==> config.mk <==
export PLATFORM = sky130hd
export DESIGN_NAME = spi_master_multi
export DESIGN_NICKNAME = d
export VERILOG_FILES = /design/src/rtl/spi_master_multi.sv
export SDC_FILE = /design/constraint.sdc
export NUM_CORES = 1
export LEC_CHECK = 0
export CORE_MARGIN = 2
export CORE_UTILIZATION = 50
export DETAILED_ROUTE_END_ITERATION = 12
export GPL_ROUTABILITY_DRIVEN = 0
export PLACE_DENSITY = 0.76
export REMOVE_ABC_BUFFERS = 1
export SYNTH_ARGS = -nofsm -noshare
export SYNTH_HDL_FRONTEND = slang
export SYNTH_SLANG_ARGS = --single-unit
==> constraint.sdc <==
create_clock -name clk -period 2.2 [get_ports clk]
set_input_delay 0.44 -clock clk [delete_from_list [all_inputs] [get_ports clk]]
set_output_delay 0.44 -clock clk [all_outputs]
set_load 0.01 [all_outputs]
==> src/rtl/spi_master_multi.sv <==
`default_nettype none
// ============================================================================
// Module   : spi_master_multi
// Brief    : SPI master, selectable slave, CPOL/CPHA, bit order, CS-held bursts.
// Revision : 1.0
// ============================================================================
module spi_master_multi #(
    parameter int DATA_W = 8,
    parameter int NUM_CS = 4,
    parameter int DIV_W  = 8,
    localparam int CS_W  = (NUM_CS > 1) ? $clog2(NUM_CS) : 1
) (
    input  logic              clk,
    input  logic              reset,
    input  logic              start,
    input  logic              abort,
    input  logic [CS_W-1:0]   cs_sel,
    input  logic              cpol,
    input  logic              cpha,
    input  logic              lsb_first,
    input  logic              hold_cs,
    input  logic [DIV_W-1:0]  clk_div,
    input  logic [DATA_W-1:0] tx_data,
    output logic [DATA_W-1:0] rx_data,
    output logic              rx_valid,
    output logic              busy,
    output logic              sclk,
    output logic              mosi,
    input  logic              miso,
    output logic [NUM_CS-1:0] ss_n
);

    localparam int HALF_W = $clog2(2 * DATA_W);
    localparam logic [HALF_W-1:0] c_LAST_HALF = HALF_W'(2 * DATA_W - 1);

    typedef enum logic [2:0] {
        S_IDLE  = 3'd0,
        S_LEAD  = 3'd1,
        S_XFER  = 3'd2,
        S_TRAIL = 3'd3,
        S_HOLD  = 3'd4
    } state_t;

    state_t              r_state;
    logic [DIV_W-1:0]    r_cnt;
    logic [DIV_W-1:0]    r_div;
    logic [HALF_W-1:0]   r_half;
    logic [CS_W-1:0]     r_sel;
    logic                r_cpol;
    logic                r_cpha;
    logic                r_lsb;
    logic                r_hold;
    logic [DATA_W-1:0]   r_tx;
    logic [DATA_W-1:0]   r_rx_sh;
    logic [DATA_W-1:0]   r_rx_data;
    logic                r_rx_valid;
    logic                r_busy;
    logic                r_sclk;
    logic                r_mosi;
    logic [NUM_CS-1:0]   r_ss_n;

    logic                w_phase_end;
    logic                w_edge;
    logic [HALF_W-1:0]   w_new_half;
    logic                w_leading;
    logic                w_sample;
    logic                w_shift;
    logic                w_can_start;
    logic                w_cpha_new;
    logic [NUM_CS-1:0]   w_sel_mask;

    function automatic logic first_bit(input logic [DATA_W-1:0] v, input logic lsb);
        return lsb ? v[0] : v[DATA_W-1];
    endfunction

    function automatic logic [DATA_W-1:0] shift_out(input logic [DATA_W-1:0] v, input logic lsb);
        return lsb ? (v >> 1) : (v << 1);
    endfunction

    assign w_phase_end = (r_cnt == r_div);
    // An sclk edge opens every XFER half-period, the first one on leaving LEAD.
    assign w_edge      = w_phase_end &&
                         ((r_state == S_LEAD) ||
                          ((r_state == S_XFER) && (r_half != c_LAST_HALF)));
    assign w_new_half  = (r_state == S_LEAD) ? '0 : r_half + 1'b1;
    assign w_leading   = ~w_new_half[0];
    assign w_sample    = w_edge && (w_leading ^ r_cpha);
    assign w_shift     = w_edge && !(w_leading ^ r_cpha) && (w_new_half != c_LAST_HALF);
    assign w_can_start = ((r_state == S_IDLE) || (r_state == S_HOLD)) && start && !abort &&
                         (32'(cs_sel) < NUM_CS);
    assign w_cpha_new  = (r_state == S_IDLE) ? cpha : r_cpha;
    assign w_sel_mask  = ~(NUM_CS'(1) << cs_sel);

    always_ff @(posedge clk or posedge reset) begin
        if (reset) begin
            r_state    <= S_IDLE;
            r_cnt      <= '0;
            r_div      <= '0;
            r_half     <= '0;
            r_sel      <= '0;
            r_cpol     <= 1'b0;
            r_cpha     <= 1'b0;
            r_lsb      <= 1'b0;
            r_hold     <= 1'b0;
            r_tx       <= '0;
            r_rx_sh    <= '0;
            r_rx_data  <= '0;
            r_rx_valid <= 1'b0;
            r_busy     <= 1'b0;
            r_sclk     <= 1'b0;
            r_mosi     <= 1'b0;
            r_ss_n     <= '1;
        end else begin
            r_rx_valid <= 1'b0;

            if (w_sample) begin
                r_rx_sh <= r_lsb ? {miso, r_rx_sh[DATA_W-1:1]} : {r_rx_sh[DATA_W-2:0], miso};
            end
            if (w_shift) begin
                r_mosi <= first_bit(r_tx, r_lsb);
                r_tx   <= shift_out(r_tx, r_lsb);
            end

            if (abort && (r_state != S_IDLE)) begin
                r_state <= S_IDLE;
                r_ss_n  <= '1;
                r_sclk  <= r_cpol;
                r_busy  <= 1'b0;
            end else begin
                case (r_state)
                    S_IDLE, S_HOLD: begin
                        if (w_can_start) begin
                            // Slave, mode and rate only change at the start of a burst.
                            if (r_state == S_IDLE) begin
                                r_sel  <= cs_sel;
                                r_cpol <= cpol;
                                r_cpha <= cpha;
                                r_div  <= clk_div;
                                r_ss_n <= w_sel_mask;
                                r_sclk <= cpol;
                            end
                            r_lsb   <= lsb_first;
                            r_hold  <= hold_cs;
                            r_cnt   <= '0;
                            r_busy  <= 1'b1;
                            r_state <= S_LEAD;
                            if (!w_cpha_new) begin
                                r_mosi <= first_bit(tx_data, lsb_first);
                                r_tx   <= shift_out(tx_data, lsb_first);
                            end else begin
                                r_tx   <= tx_data;
                            end
                        end
                    end
                    S_LEAD: begin
                        if (w_phase_end) begin
                            r_cnt   <= '0;
                            r_half  <= '0;
                            r_sclk  <= ~r_sclk;
                            r_state <= S_XFER;
                        end else begin
                            r_cnt <= r_cnt + 1'b1;
                        end
                    end
                    S_XFER: begin
                        if (w_phase_end) begin
                            r_cnt <= '0;
                            if (r_half == c_LAST_HALF) begin
                                r_state <= S_TRAIL;
                            end else begin
                                r_half <= r_half + 1'b1;
                                r_sclk <= ~r_sclk;
                            end
                        end else begin
                            r_cnt <= r_cnt + 1'b1;
                        end
                    end
                    S_TRAIL: begin
                        if (w_phase_end) begin
                            r_cnt      <= '0;
                            r_rx_data  <= r_rx_sh;
                            r_rx_valid <= 1'b1;
                            r_busy     <= 1'b0;
                            if (r_hold) begin
                                r_state <= S_HOLD;
                            end else begin
                                r_state <= S_IDLE;
                                r_ss_n  <= '1;
                            end
                        end else begin
                            r_cnt <= r_cnt + 1'b1;
                        end
                    end
                    default: begin
                        r_state <= S_IDLE;
                        r_ss_n  <= '1;
                        r_busy  <= 1'b0;
                    end
                endcase
            end
        end
    end

    assign rx_data  = r_rx_data;
    assign rx_valid = r_rx_valid;
    assign busy     = r_busy;
    assign sclk     = r_sclk;
    assign mosi     = r_mosi;
    assign ss_n     = r_ss_n;

endmodule
`default_nettype wire

==> metrics.md <==
| Metric | Value |
|---|---|
| Status | finished, final reports clean |
| Critical path class | reg -> reg |
| Maximum buffer depth of the clock tree | 2 |
| Total congestion overflow | 0 |
| Sequential share of power | 36.4% |
| Die height | 85.2 um |
| Ranking of synthesized cells by area | dfrtp_1 (42%), mux2_2 (9.6%), mux2i_1 (5.8%) |
| PostCTS Resize Cnt | 0 |
| Yosys warns | 0 |
| Hold Vio Cnt, Final | 0 |
| DRC violations left | 0 |
| Clock Tree Root | clkbuf_8 |
| Worst slew pin tran | 0.775 ns |
| Clock power frac | 19.8% |
| IR drop worst, VDD | 0.750 mV |
| Cell at the slowest stage of the critical path | dfrtp_1 |
| Cell area power density | 1200 mW/mm^2 |
| RR Startpoint | r_state[1] |
| Inserted Diodes | 0 |
| Slowest stage delay, CP | 0.47 ns |
| Pin count of the biggest net entering global routing | 60 |
| Post-DP HPWL | 5.12 mm |
| Sw Ratio | 36.9% |
| Sw power | 0.00187 W |
| Hold Buf Count CTS | 0 |
| Static Leakage | 1.81 nW |
| Yosys reg bits | 59 |
| CP required | 2.42 ns |
| Worst Hold Slack | 0.465 ns |
| Unrepaired setup endpoints after global routing | false |
| Routed WL | 7.10 mm |
| Comb power frac | 43.7% |
| Final ANT Viol Nets | 0 |
| Area Growth Syn to Fin | 28.5% |
| Syn avg cell area | 10.4 um^2 |
| Row count | 29 |
| Vias in the first global route | 2701 |
| CTS buffer count | 9 |
| Area share of the largest cell type after synthesis | 41.8% |
| Via density | 5.73 |
| Skew final | 0.00826 ns |
| Fraction of registers with async set/reset | 100% |
| Clock Latency Late Sink | 0.34 ns |
| Wire per inst | 15.2 um |
| Period utilisation layout | 92.8% |
| Layout cell share with drive strength beyond 1 | 25.1% |
| Die W | 85.2 um |
| Starting Density | 51.9% |
| Setup TNS | 0 ns |
| Post-synth top flop | dfrtp_1 |
| Worst Setup Start Kind | flip-flop |
| Clock Pin Slew Worst Setup and Hold Paths | 0.07 ns |
| Crit path DAT | 2.26 ns |
| Global Route Usage Sum | 21.6% |
| H-tree Lvls | 3 |
| Initial antenna violation count | 0 |
| Via Count | 2678 |
| Relative slew slack | 48.3% |
| Global-route wire length before repair | 12.4 mm |
| Min Tclk post-route | 2.04 ns |
| Die area | 0.00725 mm^2 |
| Postcts setup bufs | 0 |
| Fillers | 516 |
| Area leader, netlist | dfrtp_1 |
| Endpoint class of the critical path | flip-flop |
| Cells after Synth | 317 |
| Synthesized area | 0.00329 mm^2 |
| Drt initial violations | 80 |
| Post-synth EDFFs | 0 |
| Final net count | 414 |
| F_max | 490 MHz |
| Final setup viols | 0 |
| I/O pins | 43 |
| Crit Path Max Fanout | 9 |
| Max-slew violations | 0 |
| CTS tree | done |
| Buffers on Ports | 42 |
| Crit path cell chain | buf_4 -> xnor2_1 -> nor3_1 -> o21a_1 -> a2111o_1 -> mux2_4 |
| First-pass iteration count of the detailed router | 4 |
| Synth unique cells | 56 |
| Core box area | 0.00635 mm^2 |
| Seq/Total Area, Yosys | 45.0% |
| Pint | 0.00320 W |
| Worst hold path type | in -> async |
| Clk sinks | 59 |
| Crit path from | r_state[1] |
| Max cap viols | 0 |
-- cell usage in the layout, fill, tap and decap left out, drive strengths merged, types with 5 or more instances in the layout --
master / synthesis / final
a21oi: 23 / 23
a31oi: 9 / 9
buf: 11 / 33
clkbuf: 7 / 10
clkdlybuf4s50: 0 / 42
dfrtp: 55 / 55
inv: 11 / 12
mux2: 29 / 29
mux2i: 19 / 19
nand2: 22 / 22
nand2b: 5 / 5
nand3: 6 / 6
nand4: 8 / 8
nor2: 17 / 17
o21ai: 11 / 11
o22ai: 9 / 9
o31ai: 9 / 9
xnor2: 10 / 10
xor2: 7 / 7
-- layer usage --
metal  up-vias  global-route usage (%)  wire length (um)
li1       1301                       -                 -
met1      1300                    28.2              3320
met2        63                    34.9              3340
met3        14                    5.93               326
met4         0                    7.07               113
met5         -                       0                 0
-- cells in the mapped netlist (all sizes together), types with 2 or more instances --
| master | count |
|---|---|
| a21oi | 23 |
| a311o | 2 |
| a31oi | 9 |
| and2 | 2 |
| and3 | 2 |
| buf | 11 |
| clkbuf | 7 |
| dfrtp | 55 |
| dfstp | 4 |
| ha | 2 |
| inv | 11 |
| mux2 | 29 |
| mux2i | 19 |
| nand2 | 22 |
| nand2b | 5 |
| nand3 | 6 |
| nand4 | 8 |
| nor2 | 17 |
| nor2b | 4 |
| nor3 | 4 |
| nor3b | 2 |
| nor4 | 3 |
| o21a | 3 |
| o21ai | 11 |
| o22ai | 9 |
| o31ai | 9 |
| or4 | 2 |
| xnor2 | 10 |
| xor2 | 7 |
-- metrics by stage --
stage	std cells	power, W	setup slack (ns)	instance area (um^2)	utilization (%)
finish	467	0.00507	0.158	4230	66.7
global route	467	0.00543	0.0191	4230	66.7
CTS	467	0.00505	0.0367	4210	66.4
detailed placement	451	0.00404	-0.138	4010	63.2
global placement	451	0.00397	-0.000389	4010	63.2
floorplan	299	0.00320	-0.112	3210	-
-- layout make-up --
type | count | area [um^2] | area share (%)
multi-input combinational | 229 | 1710 | 40.3
sequential | 59 | 1480 | 35.0
timing repair buffer | 75 | 706 | 16.7
clock buffer | 10 | 138 | 3.25
tap | 77 | 96.3 | 2.28
clock inverter | 6 | 63.8 | 1.51
inverter | 11 | 41.3 | 0.975
-- worst max-delay path: cells and delay by family, from the launching register on --
family          cells  cell delay [ns]
simple gates        1             0.43
flops               1             0.47
buf+inv             1             0.21
mux                 1             0.30
xor+xnor            1             0.15
compound gates      2             0.38
-- state kept, by name, summed over array words and instances, names as in the netlist, 3 cells and up --
signal and flops:
r_rx_sh 8, rx_data 8, r_half 4, r_div 8, r_state 3, r_tx 8
ss_n 4, r_cnt 8
-- worst paths after layout --
check,to,slack (ns),cells after the start
min in group clk,rx_data[6],0.51,1
max reg2reg,r_state[0],0.16,6
max,r_state[0],0.16,6
min reg2reg,rx_data[6],0.51,1
min,r_tx[3],0.47,3
max in group asynchronous,ss_n[3],1.42,3
-- power by group through the flow --
stage                     Sequential, W  Clock [W]  Combinational (W)
final                           0.00185    0.00101            0.00222
after global routing            0.00191    0.00107            0.00246
after CTS                       0.00184    0.00102            0.00219
after detailed placement        0.00186          0            0.00218
after global placement          0.00184          0            0.00213
after floorplan                 0.00185          0            0.00136
-- cell families after synthesis --
| logic type | count (synthesis) | synth area share [%] |
|---|---|---|
| DFF | 59 | 45.0 |
| and+or+nand+nor | 83 | 13.7 |
| adders and majority gates | 3 | 1.06 |
| xor gates and xnor gates | 17 | 4.52 |
| muxes | 48 | 15.8 |
| buffers and inverters | 29 | 3.80 |
| AOI/OAI and AO/OA | 78 | 16.1 |
(Power assumes the default switching activity.)
